File: config.mk
export PLATFORM = sky130hd
export DESIGN_NAME = sdram_host_queue
export DESIGN_NICKNAME = d
export VERILOG_FILES = /design/src/rtl/sdram_pkg.sv /design/src/rtl/sdram_req_fifo.sv /design/src/rtl/sdram_host_queue.sv
export SDC_FILE = /design/constraint.sdc
export NUM_CORES = 1
export LEC_CHECK = 0
export ABC_CLOCK_PERIOD_IN_PS = 3000
export BUFFER_PORTS_ARGS = -buffer_cell sky130_fd_sc_hd__buf_2
export CAP_MARGIN = 20
export CORE_MARGIN = 5
export CORE_UTILIZATION = 40
export CTS_BUF_LIST = sky130_fd_sc_hd__clkbuf_16
export CTS_CLUSTER_DIAMETER = 200
export DETAILED_ROUTE_END_ITERATION = 16
export GPL_TIMING_DRIVEN = 0
export PLACE_DENSITY = 0.62
export SLEW_MARGIN = 25
export SYNTH_ARGS = -nofsm -noshare
export SYNTH_HDL_FRONTEND = slang
export SYNTH_SLANG_ARGS = --single-unit
File: constraint.sdc
create_clock -name clk -period 3 [get_ports clk]
set_input_delay 0.6 -clock clk [delete_from_list [all_inputs] [get_ports clk]]
set_output_delay 0.6 -clock clk [all_outputs]
set_load 0.01 [all_outputs]
File: src/rtl/sdram_pkg.sv
// Shared definitions for the SDRAM host request queue.
//   - Default address split (row/col/bank) and data width.
//   - Sequencer state encoding.
//   - Request record {we, addr, wdata} at the default widths.
package sdram_pkg;

  localparam int ROW_WIDTH       = 13;
  localparam int COL_WIDTH       = 9;
  localparam int BANK_WIDTH      = 2;
  localparam int HADDR_WIDTH_DEF = ROW_WIDTH + COL_WIDTH + BANK_WIDTH;
  localparam int DATA_WIDTH_DEF  = 16;

  typedef enum logic [1:0] {
    ST_IDLE      = 2'd0,
    ST_ISSUE     = 2'd1,
    ST_WAIT_ACK  = 2'd2,
    ST_WAIT_DONE = 2'd3
  } state_t;

  typedef struct packed {
    logic                      we;
    logic [HADDR_WIDTH_DEF-1:0] addr;
    logic [DATA_WIDTH_DEF-1:0]  wdata;
  } req_t;

endpackage

File: src/rtl/sdram_req_fifo.sv
// Synchronous request FIFO with a combinational head view.
// Ports:
//   clk, rst_n      - clock, asynchronous active-low reset
//   push, wdata     - write an entry (ignored when full)
//   pop             - drop the head entry (ignored when empty)
//   rdata           - current head entry
//   level           - occupancy 0..DEPTH
//   full, empty     - occupancy flags
module sdram_req_fifo #(
  parameter int DEPTH = 4,
  parameter int WIDTH = 8
) (
  input  logic                     clk,
  input  logic                     rst_n,
  input  logic                     push,
  input  logic                     pop,
  input  logic [WIDTH-1:0]         wdata,
  output logic [WIDTH-1:0]         rdata,
  output logic [$clog2(DEPTH):0]   level,
  output logic                     full,
  output logic                     empty
);

  localparam int AW = $clog2(DEPTH);
  localparam logic [AW:0] FULL_COUNT = (AW+1)'(DEPTH);

  logic [WIDTH-1:0] mem [DEPTH];
  logic [AW-1:0]    wr_ptr_reg;
  logic [AW-1:0]    rd_ptr_reg;
  logic [AW:0]      count_reg;
  logic             push_ok;
  logic             pop_ok;

  assign full    = (count_reg == FULL_COUNT);
  assign empty   = (count_reg == '0);
  assign push_ok = push && !full;
  assign pop_ok  = pop && !empty;
  assign level   = count_reg;
  // The sequencer must see the head in the same cycle it decides to pop.
  assign rdata   = mem[rd_ptr_reg];

  // Storage carries no reset; the pointers alone define what is valid.
  always_ff @(posedge clk) begin
    if (push_ok) begin
      mem[wr_ptr_reg] <= wdata;
    end
  end

  // Power-of-2 depth lets the pointers wrap by natural overflow.
  always_ff @(posedge clk or negedge rst_n) begin
    if (!rst_n) begin
      wr_ptr_reg <= '0;
      rd_ptr_reg <= '0;
      count_reg  <= '0;
    end else begin
      if (push_ok) wr_ptr_reg <= wr_ptr_reg + 1'b1;
      if (pop_ok)  rd_ptr_reg <= rd_ptr_reg + 1'b1;
      case ({push_ok, pop_ok})
        2'b10:   count_reg <= count_reg + 1'b1;
        2'b01:   count_reg <= count_reg - 1'b1;
        default: count_reg <= count_reg;
      endcase
    end
  end

endmodule

File: src/rtl/sdram_host_queue.sv
// Host-side request queue and issue sequencer in front of the SDRAM controller.
// Ports:
//   clk, rst_n                        - clock, asynchronous active-low reset
//   req_valid/req_ready/req_we/
//   req_addr/req_wdata                - host request channel
//   rsp_valid/rsp_ready/rsp_rdata     - read response channel
//   haddr/data_input/rd_enable/
//   wr_enable                         - registered command to the controller
//   busy/data_output                  - controller status and read data
//   level                             - request FIFO occupancy
//   idle                              - nothing queued, in flight or pending
module sdram_host_queue
  import sdram_pkg::*;
#(
  parameter int HADDR_WIDTH = HADDR_WIDTH_DEF,
  parameter int DATA_WIDTH  = DATA_WIDTH_DEF,
  parameter int DEPTH       = 4,
  parameter int ACK_TIMEOUT = 4
) (
  input  logic                     clk,
  input  logic                     rst_n,
  input  logic                     req_valid,
  output logic                     req_ready,
  input  logic                     req_we,
  input  logic [HADDR_WIDTH-1:0]   req_addr,
  input  logic [DATA_WIDTH-1:0]    req_wdata,
  output logic                     rsp_valid,
  input  logic                     rsp_ready,
  output logic [DATA_WIDTH-1:0]    rsp_rdata,
  output logic [HADDR_WIDTH-1:0]   haddr,
  output logic [DATA_WIDTH-1:0]    data_input,
  output logic                     rd_enable,
  output logic                     wr_enable,
  input  logic                     busy,
  input  logic [DATA_WIDTH-1:0]    data_output,
  output logic [$clog2(DEPTH):0]   level,
  output logic                     idle
);

  localparam int EW = 1 + HADDR_WIDTH + DATA_WIDTH;
  localparam logic [3:0] TIMEOUT_LAST = 4'(ACK_TIMEOUT - 1);

  typedef struct packed {
    logic                   we;
    logic [HADDR_WIDTH-1:0] addr;
    logic [DATA_WIDTH-1:0]  wdata;
  } entry_t;

  entry_t          push_entry;
  entry_t          head;
  logic [EW-1:0]   fifo_rdata;
  logic            fifo_full;
  logic            fifo_empty;
  logic            pop;

  state_t                 state_reg, state_next;
  logic [3:0]             timer_reg, timer_next;
  logic                   op_read_reg, op_read_next;
  logic [HADDR_WIDTH-1:0] haddr_reg, haddr_next;
  logic [DATA_WIDTH-1:0]  data_input_reg, data_input_next;
  logic                   rd_en_reg, rd_en_next;
  logic                   wr_en_reg, wr_en_next;
  logic                   rsp_valid_reg, rsp_valid_next;
  logic [DATA_WIDTH-1:0]  rsp_rdata_reg, rsp_rdata_next;

  assign push_entry = '{we: req_we, addr: req_addr, wdata: req_wdata};
  assign head       = entry_t'(fifo_rdata);
  assign req_ready  = !fifo_full;

  sdram_req_fifo #(
    .DEPTH (DEPTH),
    .WIDTH (EW)
  ) u_fifo (
    .clk   (clk),
    .rst_n (rst_n),
    .push  (req_valid && req_ready),
    .pop   (pop),
    .wdata (push_entry),
    .rdata (fifo_rdata),
    .level (level),
    .full  (fifo_full),
    .empty (fifo_empty)
  );

  always_comb begin
    state_next      = state_reg;
    timer_next      = timer_reg;
    op_read_next    = op_read_reg;
    haddr_next      = haddr_reg;
    data_input_next = data_input_reg;
    rd_en_next      = 1'b0;
    wr_en_next      = 1'b0;
    rsp_valid_next  = rsp_valid_reg;
    rsp_rdata_next  = rsp_rdata_reg;
    pop             = 1'b0;

    if (rsp_valid_reg && rsp_ready) rsp_valid_next = 1'b0;

    case (state_reg)
      ST_IDLE: begin
        // A read may only go out once the single response slot is free,
        // so a capture can never collide with the host draining it.
        if (!fifo_empty && !busy && (head.we || !rsp_valid_reg)) begin
          pop             = 1'b1;
          state_next      = ST_ISSUE;
          haddr_next      = head.addr;
          data_input_next = head.wdata;
          op_read_next    = !head.we;
          wr_en_next      = head.we;
          rd_en_next      = !head.we;
        end
      end
      ST_ISSUE: begin
        state_next = ST_WAIT_ACK;
        timer_next = '0;
      end
      ST_WAIT_ACK: begin
        if (busy) begin
          state_next = ST_WAIT_DONE;
        end else if (timer_reg == TIMEOUT_LAST) begin
          // Controller never acknowledged: assume it already finished.
          state_next = ST_IDLE;
          if (op_read_reg) begin
            rsp_rdata_next = data_output;
            rsp_valid_next = 1'b1;
          end
        end else begin
          timer_next = timer_reg + 1'b1;
        end
      end
      ST_WAIT_DONE: begin
        if (!busy) begin
          state_next = ST_IDLE;
          if (op_read_reg) begin
            rsp_rdata_next = data_output;
            rsp_valid_next = 1'b1;
          end
        end
      end
      default: state_next = ST_IDLE;
    endcase
  end

  always_ff @(posedge clk or negedge rst_n) begin
    if (!rst_n) begin
      state_reg      <= ST_IDLE;
      timer_reg      <= '0;
      op_read_reg    <= 1'b0;
      haddr_reg      <= '0;
      data_input_reg <= '0;
      rd_en_reg      <= 1'b0;
      wr_en_reg      <= 1'b0;
      rsp_valid_reg  <= 1'b0;
      rsp_rdata_reg  <= '0;
    end else begin
      state_reg      <= state_next;
      timer_reg      <= timer_next;
      op_read_reg    <= op_read_next;
      haddr_reg      <= haddr_next;
      data_input_reg <= data_input_next;
      rd_en_reg      <= rd_en_next;
      wr_en_reg      <= wr_en_next;
      rsp_valid_reg  <= rsp_valid_next;
      rsp_rdata_reg  <= rsp_rdata_next;
    end
  end

  assign haddr      = haddr_reg;
  assign data_input = data_input_reg;
  assign rd_enable  = rd_en_reg;
  assign wr_enable  = wr_en_reg;
  assign rsp_valid  = rsp_valid_reg;
  assign rsp_rdata  = rsp_rdata_reg;
  assign idle       = fifo_empty && (state_reg == ST_IDLE) && !rsp_valid_reg;

endmodule

After elaboration in Yosys (flattened, before gate mapping)
Memory sizes are Yosys's and may differ from the RTL's.
Cells that the tools add are included.
Widths: inputs -> output; s select.
- register bits after elaboration: 73
- memory bits (writable): 164
- input bits: 62
- word-level logic and storage cells: 82
- memories: 1
- add/sub/neg operators: 5
- equality and inequality tests: 13
- muxes and demuxes: 28
- reduce and logical (&&, ||, !) cells: 23
- memories (memory ; words ; bits a word ; rd ports ; clocked after Yosys merged registers in ; write ports ; line ; text):
    u_fifo.mem ; 4 ; 41 ; 1 ; 0 ; 1 ; sdram_req_fifo.sv:27 ; logic [WIDTH-1:0] mem [DEPTH];
- operators with widths (kind ; number):
    $mux 16 ; 4
    $pmux 16 s2 ; 1
    $mux 1 ; 13
    $ne 2x2->1 const B ; 5
    $logic_and 1x1->1 ; 8
    $mux 2 ; 4
    $mux 4 ; 2
    $pmux 2 s4 ; 1
    $pmux 4 s2 ; 1
    $eq 2x2->1 const B ; 3
    $pmux 3 s2 ; 1
    $reduce_and 3->1 ; 2
    $reduce_bool 2->1 ; 3
    $logic_not 1->1 ; 5
    $add 2x1->2 const B ; 2
    $add 4x1->4 const B ; 1
    $eq 2x1->1 const B ; 2
    $eq 4x2->1 const B ; 1
    $reduce_and 4->1 ; 1
    $add 3x1->3 const B ; 1
    $eq 3x3->1 const B ; 1
    $logic_not 3->1 ; 1
    $ne 3x3->1 const B ; 1
    $sub 3x1->3 const B ; 1
    other kinds (4) ; 4

Depth between registers and ports, before layout
Gate-level depths: netlist of the first run.
- depth after elaboration: 9
- depth in mapped cells: 11
- mapped depth without buffers: 10

Modules after synthesis
From an unflattened synthesis of the first run, not the netlist that was laid out.
- cells, all modules: 426
- area, all modules: 9115.0 um^2
- by module, submodules not included (module ; times used ; cells an instance ; area an instance (um^2)):
    sdram_req_fifo ; 1 ; 253 ; 6331.1
    sdram_host_queue ; 1 ; 173 ; 2783.9

Least setup slack after synthesis of the first run
OpenSTA, ideal clock, no wires.
- kind: input to register
- from: in busy
- to: reg u_fifo.count_reg[2], in the netlist u_fifo.level[2]
- library setup time: 0.079 ns
- arrival: 2.455 ns
- data required time: 2.921 ns
- setup slack: 0.466 ns
- stages on the path: 10
- path buffers: 1
- cells stage by stage: nor3_4 nand2_2 a211oi_4 buf_6 ha_1 inv_1 fa_1 xor2_1 nor2_1 xor2_1
- longest elaborated chain between the ends: 8
- elaborated cells on any way between the ends: 10
- ends and longest elaborated chain (element ; line ; text):
    start: declaration ; sdram_host_queue.sv:34 ; input logic busy,
    $logic_not 1->1 (*) ; -- ;
    $logic_and 1x1->1 (*) (2 in series) ; sdram_host_queue.sv:103 ; if (!fifo_empty && !busy && (head.we || !rsp_valid_reg)) begin
    $mux 1 (*) ; sdram_host_queue.sv:103 ;
    $mux 1 (*) ; sdram_host_queue.sv:99 ; case (state_reg)
    $logic_and 1x1->1 (*) ; sdram_req_fifo.sv:37 ; assign pop_ok = pop && !empty;
    via u_fifo.pop_ok ; sdram_req_fifo.sv:32 ; logic pop_ok;
    $eq 2x1->1 / $eq 2x2->1 (equally long branches) ; sdram_req_fifo.sv:58 ; case ({push_ok, pop_ok})
    $pmux 3 s2 / $reduce_bool 2->1 (equally long branches) ; -- ;
    end signal: assignment ; sdram_req_fifo.sv:59 ; 2'b10: count_reg <= count_reg + 1'b1;
    end signal: assignment ; sdram_req_fifo.sv:60 ; 2'b01: count_reg <= count_reg - 1'b1;
    end signal: assignment ; sdram_req_fifo.sv:61 ; default: count_reg <= count_reg;
    end: declaration ; sdram_req_fifo.sv:30 ; logic [AW:0] count_reg;
The timed path passes the listed nets; every way through them passes the cells marked *.
A chain may end at the register's enable or synchronous reset.

Worst setup path after layout of the first run
- from: reg state_reg[0]
- to: reg u_fifo.count_reg[2], in the netlist u_fifo.level[2]
- longest elaborated chain between the ends: 5
- elaborated cells on any way between the ends: 7
- ends and longest elaborated chain (element ; line ; text):
    start: declaration ; sdram_host_queue.sv:56 ; state_t state_reg, state_next;
    start signal: assignment ; sdram_host_queue.sv:156 ; state_reg <= state_next;
    $logic_not 2->1 (*) ; sdram_host_queue.sv:99 ;
    $mux 1 (*) ; sdram_host_queue.sv:99 ;
    $logic_and 1x1->1 (*) ; sdram_req_fifo.sv:37 ;
    via u_fifo.pop_ok ; sdram_req_fifo.sv:32 ;
    $eq 2x1->1 / $eq 2x2->1 (equally long branches) ; sdram_req_fifo.sv:58 ;
    $pmux 3 s2 / $reduce_bool 2->1 (equally long branches) ; -- ;
Marks and branches as above.

==> impl_results.rst, run 1 <==
.. list-table::
   :header-rows: 1

   * - Metric
     - Value
   * - Switching part of the total
     - 28.8%
   * - DRC
     - 0
   * - Sequential fraction of the synthesis area
     - 75.8%
   * - Worst VDD drop
     - 0.000353 V
   * - Slew margin rel.
     - 46.6%
   * - Slew of the pin with the lowest slew margin
     - 0.800 ns
   * - Total power density per cell area
     - 998 nW/um^2
   * - Via count
     - 4,422
   * - Leading cell types in the layout, fill and taps excluded
     - 164 x sky130_fd_sc_hd__edfxtp_1, 129 x sky130_fd_sc_hd__buf_2, 73 x sky130_fd_sc_hd__dfrtp_1, 52 x sky130_fd_sc_hd__mux2_2, 40 x sky130_fd_sc_hd__mux4_2
   * - Maximum buffer depth of the clock tree
     - 3
   * - Clock skew
     - 0.00680 ns
   * - Setup repair after global routing missed its margin
     - false
   * - Number of hold violations in the final report
     - 0
   * - Worst-path cell chain
     - nor3_4 -> nand2_2 -> a211oi_4 -> buf_6 -> ha_1 -> inv_1 -> fa_1 -> xor2_1 -> nor2_1 -> xor2_1
   * - Total routed wirelength
     - 17,500 um
   * - Antenna violations before repair
     - 1
   * - Post-CTS setup-driven buffer insertion count
     - 0
   * - Level count of the clock H-tree
     - 1
   * - Share of post-route cells with drive strength above 1
     - 46.7%
   * - Final total power
     - 10,700 uW
   * - Final Setup Violations
     - 0
   * - I/O Buffers
     - 125
   * - Min Clock Period, post-route
     - 2.76 ns
   * - PnR worst setup slack
     - 0.240 ns
   * - Worst hold-check path type
     - in -> async
   * - Post-CTS Hold Buffers
     - 0
   * - Core area
     - 21,900 um^2
   * - Max Transition Viols Final
     - 0
   * - Clock-pin transition on the worst setup and hold timing paths
     - 0.06 ns
   * - Mapped Area
     - 8900 um^2
   * - Signed area change from the synthesized netlist to the final layout
     - 20.9%
   * - Total placed cells including tap cells
     - 828
   * - GRT Residual Overflow
     - 0
   * - Total GRT Usage
     - 13.8%
   * - Most repeated library cell on the critical path
     - sky130_fd_sc_hd__xor2_1
   * - Synth Net Count
     - 487
   * - Family with the most delay on the worst path
     - adder cells
   * - Clk root buf
     - sky130_fd_sc_hd__clkbuf_16
   * - Diodes inserted
     - 0
   * - Floorplan die height
     - 159 um
   * - Reported net switching power
     - 3100 uW
   * - Number of buffers inserted during clock tree synthesis
     - 25
   * - Delay of the slowest cell on the worst path
     - 0.54 ns
   * - Synthesis warning total
     - 0
   * - Max Fanout on Critical Path
     - 10
   * - Source-to-sink clock delay at the later pin of the worst-skew pair
     - 0.50 ns
   * - TritonCTS clock tree
     - done
   * - Crit path required time
     - 3.42 ns
   * - Number of global-route vias before repair
     - 4,941
   * - Upper clock frequency limit
     - 362 MHz
   * - Internal power component
     - 7650 uW
   * - Post-Layout Cell Count
     - 873
   * - Synthesized instance count
     - 418
   * - Worst Path Buf+Inv
     - 2
   * - Gpl congestion
     - 0.721
   * - Starting DRC count in detailed routing
     - 291
   * - Part of the cycle the worst path needs
     - 92.0%
   * - DR pass1 iterations
     - 6
   * - Post-detailed-route via-to-cell ratio
     - 5.07
   * - Die area
     - 25,300 um^2
   * - Flip-flop count of the largest register after layout
     - 164
   * - # nets final
     - 644
   * - Post-DRT Antenna Nets
     - 0
   * - Number of distinct library cells after synthesis
     - 42
   * - Number of core rows
     - 54
   * - Kind of launch point of the worst setup path
     - flip-flop
   * - Syn avg cell area
     - 21.3 um^2
   * - Worst setup path category
     - reg -> reg
   * - Reg2reg setup slack
     - 0.24 ns
   * - Post-detailed-route wirelength per cell
     - 20.1 um
   * - Crit path arrival time
     - 3.18 ns
   * - Post-detailed-placement half-perimeter wirelength
     - 11,400 um
   * - Count of cells resized by post-cts repair
     - 0
   * - Slowest cell on the critical path
     - sky130_fd_sc_hd__a211oi_4
   * - Utilization after layout
     - 49.2%
   * - Number of ports placed on the die boundary
     - 126
   * - Number of clock sinks
     - 237
   * - Critical Path End Type
     - flip-flop
   * - Flop pwr share
     - 45.3%
   * - Die span in x
     - 159 um
   * - Setup WS pre-CTS
     - -0.0537 ns
   * - Largest net degree at the start of global routing
     - 49
   * - Number of max-capacitance violations reported
     - 0
   * - Seq cells post-synth
     - 237
   * - Global-route wire length before repair
     - 28,000 um
   * - Clk network pwr share
     - 26.2%
   * - Cell leakage power
     - 0.00411 uW
   * - Run status
     - finished clean
   * - Initial standard-cell utilization of the core
     - 40.7%
   * - Most common cell after layout, fill and taps aside
     - sky130_fd_sc_hd__edfxtp_1
   * - Combinational power share
     - 28.5%
## worst paths after layout
kind	from	endpoint	depth (start not counted)
setup / recovery	state_reg[0]$_DFFE_PN0P_	u_fifo.level[2]$_DFFE_PN0P_	10
hold reg to reg	haddr[2]$_DFFE_PN0N_	haddr[2]$_DFFE_PN0N_	1
min in group clk	rsp_ready	rsp_valid$_DFF_PN0_	2
hold / removal	rst_n	haddr[9]$_DFFE_PN0N_	1
max in group asynchronous	rst_n	haddr[18]$_DFFE_PN0N_	2
setup reg to reg	state_reg[0]$_DFFE_PN0P_	u_fifo.level[2]$_DFFE_PN0P_	10
## final cells by class
cell class / count / area [um^2]
Inverter: 9 / 33.8
Multi-Input combinational cell: 157 / 2030
Clock inverter: 19 / 104
Buffer: 15 / 104
Fill cell: 1844 / 11100
Sequential cell: 237 / 6750
Tap cell: 280 / 350
Timing Repair Buffer: 130 / 736
Clock buffer: 26 / 651
## cell usage after synthesis (all sizes together)
library cell	instances	area, um^2
a211oi	1	20.0
a21o	1	7.51
a21oi	1	5.00
a22o	1	8.76
a22oi	1	7.51
a31oi	1	6.26
a32o	1	10.0
and2	1	6.26
and3	5	36.3
buf	11	88.8
clkbuf	4	15.0
dfrtp	73	1830
edfxtp	164	4920
fa	1	20.0
ha	6	75.1
inv	9	33.8
mux2	58	653
mux2i	4	40.0
mux4	40	901
nand2	4	17.5
nand2b	1	6.26
nand3	3	20.0
nand4b	1	8.76
nor2	7	26.3
nor2b	1	6.26
nor3	4	31.3
nor4	1	6.26
o21ai	3	15.0
o22ai	1	6.26
o2bb2ai	1	8.76
o31ai	2	15.0
or3	1	6.26
xnor2	2	17.5
xor2	3	26.3
## worst register-to-register path, delay by kind of cell, from the launching register on
| family | cells | cell delay [ns] |
|---|---|---|
| xor gates and xnor gates | 2 | 0.31 |
| buffers and inverters | 2 | 0.31 |
| and+or+nand+nor | 3 | 0.49 |
| adders and majority gates | 2 | 0.57 |
| AOI/OAI and AO/OA | 1 | 0.54 |
| DFF | 1 | 0.47 |
## metal layers
metal / up-vias / track usage [%] / wire length (um)
met4: 2 / 2.87 / 278
li1: 1978 / - / -
met1: 2267 / 18.3 / 7540
met2: 145 / 23.2 / 8550
met5: - / 0 / 11
met3: 30 / 3.81 / 1120
## metrics by stage
stage / hold slack, ns / cell area, um^2 / setup TNS [ns]
floorplan: 0.304 / 8900 / 0
global placement: 0.466 / 9880 / -13.77
detailed placement: 0.475 / 10000 / -0.0537
CTS: 0.0337 / 10800 / 0
global route: 0.0473 / 10800 / 0
finish: 0.0376 / 10800 / 0
## power groups by stage
| stage | sequential, uW | clock [uW] | combinational [uW] |
|---|---|---|---|
| finish | 4870 | 2810 | 3060 |
| global route | 4970 | 3060 | 3380 |
| CTS | 4890 | 2910 | 3170 |
| detailed placement | 4940 | 0 | 3160 |
| global placement | 4930 | 0 | 2990 |
| floorplan | 5070 | 0 | 1800 |
## logic make-up (layout without fill, tap and decap cells)
| family | count (synthesis) | after routing | share of synthesized area (%) |
|---|---|---|---|
| AO/OA/AOI/OAI | 14 | 14 | 1.24 |
| XOR/XNOR | 5 | 5 | 0.492 |
| adder cells (fa/ha/maj) | 7 | 7 | 1.07 |
| buffers and inverters | 24 | 199 | 1.55 |
| flip-flops | 237 | 237 | 75.8 |
| multiplexers | 102 | 102 | 17.9 |
| AND/OR/NAND/NOR | 29 | 29 | 1.93 |
No activity file was read; power rests on OpenSTA's default activity.
==> inputs of run 2 (changes only) <==
Settings changed: ABC_AREA set to 1, ABC_CLOCK_PERIOD_IN_PS 3000 to 2600, SETUP_SLACK_MARGIN set to 0.3.
Clock period 3 ns to 2.6 ns, I/O delays scaled along.
==> run 2 against run 1 <==
Utilization grew 1.1 points. Sequential power grew 13%. Worst hold slack gained 0.16 ns. Sequential share of layout area shrank 2.9 points. Area after synthesis grew 1.6%. Combinational power grew 39%. Critical path type unchanged. Largest cell class unchanged. Largest power group unchanged.
==> impl_results.rst, run 2 <==
.. list-table::
   :header-rows: 1

   * - Metric
     - Value
   * - Run status
     - finished clean
   * - I/O Buffers
     - 125
   * - Total routed wirelength
     - 20,900 um
   * - Number of max-capacitance violations reported
     - 0
   * - Mapped Area
     - 9050 um^2
   * - Post-DRT Antenna Nets
     - 0
   * - Post-synth top area share
     - 54.4%
   * - Most common cell after layout, fill and taps aside
     - sky130_fd_sc_hd__edfxtp_1
   * - Family with the most delay on the worst path
     - adder cells
   * - Worst VDD drop
     - 0.000585 V
   * - Part of the cycle the worst path needs
     - 86.6%
   * - Slew margin rel.
     - 53.9%
   * - Cell leakage power
     - 0.00472 uW
   * - Kind of launch point of the worst setup path
     - flip-flop
   * - Number of enable-type register cells in the synthesized netlist
     - 164
   * - Slew of the pin with the lowest slew margin
     - 0.690 ns
   * - Cell type contributing the most total cell area after synthesis
     - sky130_fd_sc_hd__edfxtp_1
   * - Number of distinct library cells after synthesis
     - 23
   * - Synthesized instance count
     - 740
   * - Reg2reg setup slack
     - 0.35 ns
   * - Final total power
     - 13,400 uW
   * - Crit path depth
     - 15
   * - Worst-path cell chain
     - inv_2 -> buf_6 -> nand2_1 -> nand3_2 -> nand2_2 -> nand2_4 -> nand3_4 -> inv_4 -> buf_8 -> ha_1 -> inv_2 -> fa_2 -> a21oi_2 -> o21ai_1 -> xnor2_1
   * - GRT Residual Overflow
     - 0
   * - TritonCTS clock tree
     - done
   * - Total GRT Usage
     - 16.1%
   * - Number of ports placed on the die boundary
     - 126
   * - Number of core rows
     - 55
   * - Crit path capture
     - u_fifo.level[2]$_DFFE_PN0P_
   * - Most repeated library cell on the critical path
     - sky130_fd_sc_hd__inv_2
   * - Number of global-route vias before repair
     - 6,095
   * - Starting DRC count in detailed routing
     - 349
   * - Core area
     - 22,400 um^2
   * - Final Setup Violations
     - 0
   * - Leading cell types in the layout, fill and taps excluded
     - 164 x sky130_fd_sc_hd__edfxtp_1, 160 x sky130_fd_sc_hd__nand2_1, 129 x sky130_fd_sc_hd__buf_2, 102 x sky130_fd_sc_hd__o21ai_0, 88 x sky130_fd_sc_hd__nor2_1
   * - Combinational power share
     - 31.8%
   * - Flop pwr share
     - 41.1%
   * - Die area
     - 25,700 um^2
   * - Sequential fraction of the synthesis area
     - 74.6%
   * - Clk root buf
     - sky130_fd_sc_hd__clkbuf_16
   * - Setup repair after global routing missed its margin
     - true
   * - RR Endpoint
     - u_fifo.level[2]$_DFFE_PN0P_
   * - Worst hold-check path type
     - in -> reg
   * - Number of clock sinks
     - 237
   * - Delay of the slowest cell on the worst path
     - 0.44 ns
   * - Leading register cell type out of synthesis
     - sky130_fd_sc_hd__edfxtp_1
   * - Worst setup path category
     - reg -> reg
   * - Synth Net Count
     - 809
   * - Die span in x
     - 160 um
   * - Reported net switching power
     - 4520 uW
   * - Synth top area cells
     - sky130_fd_sc_hd__edfxtp_1 54%, sky130_fd_sc_hd__dfrtp_1 20%, sky130_fd_sc_hd__nand2_1 6.6%
   * - Clk network pwr share
     - 27.1%
   * - Total power density per cell area
     - 1190 nW/um^2
   * - Min Clock Period, post-route
     - 2.25 ns
   * - Filler cell count in the final layout
     - 1,980
   * - Worst Path Buf+Inv
     - 5
   * - Syn avg cell area
     - 12.2 um^2
   * - Source-to-sink clock delay at the later pin of the worst-skew pair
     - 0.53 ns
   * - Via count
     - 5,976
   * - Slowest cell on the critical path
     - sky130_fd_sc_hd__dfrtp_2
   * - Max Transition Viols Final
     - 0
   * - Gpl congestion
     - 0.727
   * - R2R Path Start
     - u_fifo.rd_ptr_reg[0]$_DFFE_PN0P_
   * - Critical Path End Type
     - flip-flop
   * - DRC
     - 0
   * - Most common library cells after synthesis
     - 164 x sky130_fd_sc_hd__edfxtp_1, 160 x sky130_fd_sc_hd__nand2_1, 103 x sky130_fd_sc_hd__o21ai_0
   * - Internal power component
     - 8880 uW
   * - Clock skew
     - 0.0239 ns
   * - Seq cells post-synth
     - 237
   * - Upper clock frequency limit
     - 444 MHz
   * - Crit path required time
     - 3.00 ns
   * - Share of post-route cells with drive strength above 1
     - 22.9%
   * - # nets final
     - 981
   * - Largest net degree at the start of global routing
     - 40
   * - Clock-pin transition on the worst setup and hold timing paths
     - 0.06 ns
   * - Switching part of the total
     - 33.8%
   * - Floorplan die height
     - 160 um
   * - Crit path arrival time
     - 2.65 ns
   * - Post-detailed-route wirelength per cell
     - 17.2 um
   * - Number of buffers inserted during clock tree synthesis
     - 26
   * - Global-route wire length before repair
     - 33,000 um
   * - Maximum buffer depth of the clock tree
     - 3
   * - Level count of the clock H-tree
     - 1
   * - Max Fanout on Critical Path
     - 6
   * - Cell with the most instances after synthesis
     - sky130_fd_sc_hd__edfxtp_1
   * - Initial standard-cell utilization of the core
     - 40.3%
   * - PnR worst setup slack
     - 0.349 ns
   * - Post-Layout Inst Area
     - 11,300 um^2
   * - Antenna violations before repair
     - 7
   * - Synthesis warning total
     - 0
   * - Signed area change from the synthesized netlist to the final layout
     - 24.7%
   * - Area after DPL
     - 10,300 um^2
   * - R2R depth
     - 15
   * - DR pass1 iterations
     - 5
   * - Share of synthesized flip-flops with an asynchronous set or reset
     - 30.8%
   * - Crit. Startpoint
     - u_fifo.rd_ptr_reg[0]$_DFFE_PN0P_
   * - Post-detailed-placement half-perimeter wirelength
     - 13,600 um
   * - Post-detailed-route via-to-cell ratio
     - 4.90
   * - Number of hold violations in the final report
     - 0
   * - Flip-flop count of the largest register after layout
     - 164
   * - Setup WS pre-CTS
     - -0.0288 ns
-- run 2: cell count changes in the layout (fill, tap and decap cells not counted), sizes merged, moves of 4 or more --
cell,previous run,this run
clkbuf,30,48
diode,0,4
mux2,58,0
o21ai,3,103
mux2i,4,0
o22ai,1,40
nor2,7,92
nand3,3,13
and3,5,0
buf,141,160
mux4,40,0
inv,20,42
nand2,4,162
-- run 2: worst min-delay path by stage --
stage | from | end | slack, ns | cells past startpoint
2_1_floorplan | rst_n | data_input[0]$_DFFE_PN0N_ | 0.22 | 0
3_3_place_gp | haddr[13]$_DFFE_PN0N_ | haddr[13]$_DFFE_PN0N_ | 0.46 | 2
3_5_place_dp | haddr[16]$_DFFE_PN0N_ | haddr[16]$_DFFE_PN0N_ | 0.46 | 2
4_1_cts | req_wdata[1] | u_fifo.mem[0][1]$_DFFE_PP_ | 0.18 | 1
5_1_grt | rsp_ready | rsp_valid$_DFF_PN0_ | 0.18 | 2
6_report | req_addr[23] | u_fifo.mem[1][39]$_DFFE_PP_ | 0.20 | 1
-- run 2: routing by layer --
metal | track usage [%] | part of all wire (%) | vias up
met5 | 0 | 0.16 | -
met4 | 5.28 | 3.0 | 8
met3 | 3.90 | 6.7 | 47
met2 | 25.7 | 46 | 189
met1 | 21.8 | 44 | 2821
li1 | - | - | 2911
-- run 2: cell families (layout without fill, tap and decap cells) --
kind of cell / count (synthesis) / count (layout) / synth area share, %
AND/OR/NAND/NOR: 270 / 270 / 11.5
XOR/XNOR: 4 / 4 / 0.387
AO/OA/AOI/OAI: 147 / 147 / 8.68
adder cells (fa/ha/maj): 7 / 7 / 1.05
buffers and inverters: 75 / 266 / 3.73
flip-flops: 237 / 237 / 74.6
other: 0 / 4 / 0
-- run 2: metrics by stage --
step | hold WS, ns | utilization [%] | std cells | setup TNS (ns)
floorplan | 0.224 | - | 740 | 0
global placement | 0.459 | 44.8 | 1150 | -102.35
detailed placement | 0.460 | 45.8 | 1158 | -0.0288
CTS | 0.176 | 50.0 | 1211 | 0
global route | 0.181 | 50.3 | 1219 | 0
finish | 0.199 | 50.3 | 1220 | 0
-- run 2: worst reg2reg max path, delay by kind of cell (launching register included) --
family / cells / cell delay (ns)
buffers and inverters: 5 / 0.43
flip-flops: 1 / 0.44
AO/OA/AOI/OAI: 2 / 0.21
XOR/XNOR: 1 / 0.12
AND/OR/NAND/NOR: 5 / 0.41
adder cells (fa/ha/maj): 2 / 0.51
-- run 2: power by group through the flow --
stage / Combinational (uW) / Clock, uW / Sequential [uW]
final: 4260 / 3630 / 5500
after global routing: 4800 / 3870 / 5610
after CTS: 4280 / 3700 / 5510
after detailed placement: 4160 / 0 / 5570
after global placement: 3870 / 0 / 5590
after floorplan: 2230 / 0 / 5760
-- run 2: area by class of cell --
| class | instances | area, um^2 | share of cell area, % |
|---|---|---|---|
| well taps | 285 | 357 | 3.16 |
| clock inverters | 21 | 213 | 1.88 |
| diodes | 4 | 10.0 | 0.0887 |
| clock buffers | 26 | 651 | 5.76 |
| repair buffers | 144 | 926 | 8.20 |
| inverters | 36 | 138 | 1.22 |
| multi-input cells | 428 | 2020 | 17.9 |
| flip-flops and latches | 237 | 6750 | 59.8 |
| plain buffers | 39 | 220 | 1.95 |
-- run 2: timing repair --
item | 4_1_cts | 5_1_grt
setup buffers | 5 | 5
endpoints found under the setup margin | 2 | 42
resized for setup | 9 | 6
gates cloned | 0 | 0
hold buffers | 1 | 0
hold endpoints to repair | 34 | 0
pin swaps | 1 | 4
==> inputs of run 3 (changes only) <==
Settings changed: CTS_CLUSTER_SIZE set to 40, MAX_ROUTING_LAYER set to met4.
==> run 3 against run 2 <==
Non-clock buffer count is 2 lower. Critical endpoint unchanged. Worst setup slack got worse by 0.025 ns. Clock power down 53%. Global-route usage rose by 0.15 points. Maximum frequency fell by 1.1%. First-iteration DRC count increased by 0.57%. Largest power group unchanged.
==> impl_results.rst, run 3 (synthesis gave the netlist of run 2 again) <==
.. list-table::
   :header-rows: 1

   * - Metric
     - Value
   * - Total power density per cell area
     - 1070 nW/um^2
   * - Antenna violations before repair
     - 7
   * - Die span in x
     - 160 um
   * - Global-route wire length before repair
     - 32,400 um
   * - Leading cell types in the layout, fill and taps excluded
     - 164 x sky130_fd_sc_hd__edfxtp_1, 160 x sky130_fd_sc_hd__nand2_1, 129 x sky130_fd_sc_hd__buf_2, 102 x sky130_fd_sc_hd__o21ai_0, 88 x sky130_fd_sc_hd__nor2_1
   * - Number of clock sinks
     - 237
   * - Number of global-route vias before repair
     - 5,927
   * - Worst hold path depth
     - 2
   * - Min Clock Period, post-route
     - 2.28 ns
   * - Clock-pin transition on the worst setup and hold timing paths
     - 0.14 ns
   * - DR pass1 iterations
     - 4
   * - Number of core rows
     - 55
   * - Summed negative setup slack over all endpoints
     - 0 ns
   * - Floorplan die height
     - 160 um
   * - Signed area change from the synthesized netlist to the final layout
     - 17.6%
   * - Starting DRC count in detailed routing
     - 351
   * - Number of buffers inserted during clock tree synthesis
     - 9
   * - Number of max-capacitance violations reported
     - 0
   * - Reg2reg setup slack
     - 0.32 ns
   * - Worst setup path category
     - reg -> reg
   * - Post-Layout Inst Area
     - 10,600 um^2
   * - Post-detailed-placement half-perimeter wirelength
     - 13,600 um
   * - Post-detailed-route via-to-cell ratio
     - 4.93
   * - Total placed cells including tap cells
     - 1,158
   * - Share of post-route cells with drive strength above 1
     - 19.8%
   * - Setup repair after global routing missed its margin
     - true
   * - Hold slack final
     - 0.222 ns
   * - DRC
     - 0
   * - Post-Layout Cell Count
     - 1,187
   * - Utilization after layout
     - 47.4%
   * - Flip-flop count of the largest register after layout
     - 164
   * - Number of hold violations in the final report
     - 0
   * - TritonCTS clock tree
     - done
   * - Upper clock frequency limit
     - 439 MHz
   * - RR Endpoint
     - u_fifo.level[2]$_DFFE_PN0P_
   * - Total GRT Usage
     - 16.2%
   * - Worst-path cell chain
     - inv_2 -> buf_6 -> nand2_1 -> nand3_1 -> nand2_2 -> nand2_4 -> nand3_4 -> inv_4 -> buf_8 -> ha_1 -> inv_1 -> fa_2 -> a21oi_1 -> o21ai_1 -> xnor2_1
   * - Level count of the clock H-tree
     - 1
   * - R2R Path Start
     - u_fifo.rd_ptr_reg[0]$_DFFE_PN0P_
   * - Post-DRT Antenna Nets
     - 0
   * - I/O Buffers
     - 125
   * - Slew margin rel.
     - 53.2%
   * - Max Fanout on Critical Path
     - 10
   * - Number of ports placed on the die boundary
     - 126
   * - Gpl congestion
     - 0.736
   * - Delay of the slowest cell on the worst path
     - 0.46 ns
   * - Worst VDD drop
     - 0.000500 V
   * - Family with the most delay on the worst path
     - buffers and inverters
   * - Clock skew
     - 0.0263 ns
   * - Part of the cycle the worst path needs
     - 87.5%
   * - Slowest cell on the critical path
     - sky130_fd_sc_hd__dfrtp_1
   * - # nets final
     - 962
   * - Crit path arrival time
     - 2.65 ns
   * - Core area
     - 22,400 um^2
   * - Maximum buffer depth of the clock tree
     - 3
   * - Worst hold-check path type
     - in -> reg
   * - Filler cell count in the final layout
     - 2,039
   * - Max Transition Viols Final
     - 0
   * - Initial standard-cell utilization of the core
     - 40.3%
   * - Kind of launch point of the worst setup path
     - flip-flop
   * - Via count
     - 5,854
   * - R2R depth
     - 15
   * - Post-detailed-route wirelength per cell
     - 17.1 um
   * - Largest net degree at the start of global routing
     - 42
   * - Clk root buf
     - sky130_fd_sc_hd__clkbuf_16
   * - Die area
     - 25,700 um^2
   * - Critical Path End Type
     - flip-flop
   * - Final Setup Violations
     - 0
   * - Most common cell after layout, fill and taps aside
     - sky130_fd_sc_hd__edfxtp_1
   * - Cell leakage power
     - 0.00439 uW
   * - Source-to-sink clock delay at the later pin of the worst-skew pair
     - 0.48 ns
   * - Crit path required time
     - 2.97 ns
   * - Worst Hold Path EP
     - rsp_valid$_DFF_PN0_
   * - GRT Residual Overflow
     - 0
   * - Total routed wirelength
     - 20,300 um
   * - Slew of the pin with the lowest slew margin
     - 0.700 ns
   * - Run status
     - finished clean
   * - Worst Path Buf+Inv
     - 5
   * - Startpoint of the tightest hold check path
     - rsp_ready
   * - Area after DPL
     - 10,300 um^2
-- run 3: report_power, final --
group	internal, uW	switching (uW)	total [uW]
Combinational	1520	2700	4210
Clock	642	1040	1690
Sequential	5100	379	5480
-- run 3: worst max path at each step --
stage / start / slack, ns / cells after the start / end
6_report: u_fifo.rd_ptr_reg[0]$_DFFE_PN0P_ / 0.32 / 15 / u_fifo.level[2]$_DFFE_PN0P_
4_1_cts: u_fifo.rd_ptr_reg[0]$_DFFE_PN0P_ / 0.32 / 15 / u_fifo.level[2]$_DFFE_PN0P_
3_5_place_dp: u_fifo.rd_ptr_reg[0]$_DFFE_PN0P_ / -0.03 / 15 / u_fifo.level[2]$_DFFE_PN0P_
3_3_place_gp: req_valid / -0.70 / 3 / u_fifo.mem[3][39]$_DFFE_PP_
5_1_grt: u_fifo.rd_ptr_reg[0]$_DFFE_PN0P_ / 0.18 / 15 / u_fifo.level[2]$_DFFE_PN0P_
2_1_floorplan: u_fifo.level[0]$_DFFE_PN0P_ / 0.20 / 4 / u_fifo.mem[0][0]$_DFFE_PP_
-- run 3: final cells by class --
| type | count | area (um^2) | share of cell area [%] |
|---|---|---|---|
| inverter | 36 | 138 | 1.29 |
| sequential | 237 | 6750 | 63.4 |
| multi-input combinational | 428 | 2010 | 18.8 |
| tap | 285 | 357 | 3.35 |
| timing repair buffer | 142 | 911 | 8.56 |
| clock inverter | 4 | 16.3 | 0.153 |
| antenna | 7 | 17.5 | 0.165 |
| clock buffer | 9 | 225 | 2.12 |
| buffer | 39 | 220 | 2.07 |
-- run 3: worst reg2reg max path: cells and delay by family, from the launching register on --
| kind | cells | cell delay (ns) |
|---|---|---|
| adder cells (fa/ha/maj) | 2 | 0.47 |
| flip-flops | 1 | 0.46 |
| XOR/XNOR | 1 | 0.12 |
| AO/OA/AOI/OAI | 2 | 0.23 |
| AND/OR/NAND/NOR | 5 | 0.42 |
| buffers and inverters | 5 | 0.48 |
-- run 3: layer usage --
| layer | GRT usage (%) | part of all wire [%] | up-vias |
|---|---|---|---|
| met1 | 21.8 | 45 | 2789 |
| met4 | 4.69 | 2.2 | 0 |
| li1 | - | - | 2859 |
| met5 | - | 0 | - |
| met3 | 3.00 | 6.0 | 28 |
| met2 | 25.6 | 47 | 178 |
-- run 3: repair_timing --
action / 4_1_cts / 5_1_grt
endpoints found under the hold margin: 5 / 0
buffers inserted: 5 / 3
hold buffers: 1 / 0
endpoints found under the setup margin: 2 / 53
resized for setup: 9 / 1
pin swaps: 1 / 2
-- run 3: per-stage QoR --
step	worst slack, ns	total power (uW)
after floorplan	0.199	7980
after global placement	-0.695	9460
after detailed placement	-0.0288	9730
after CTS	0.317	11500
after global routing	0.176	12200
final	0.324	11400
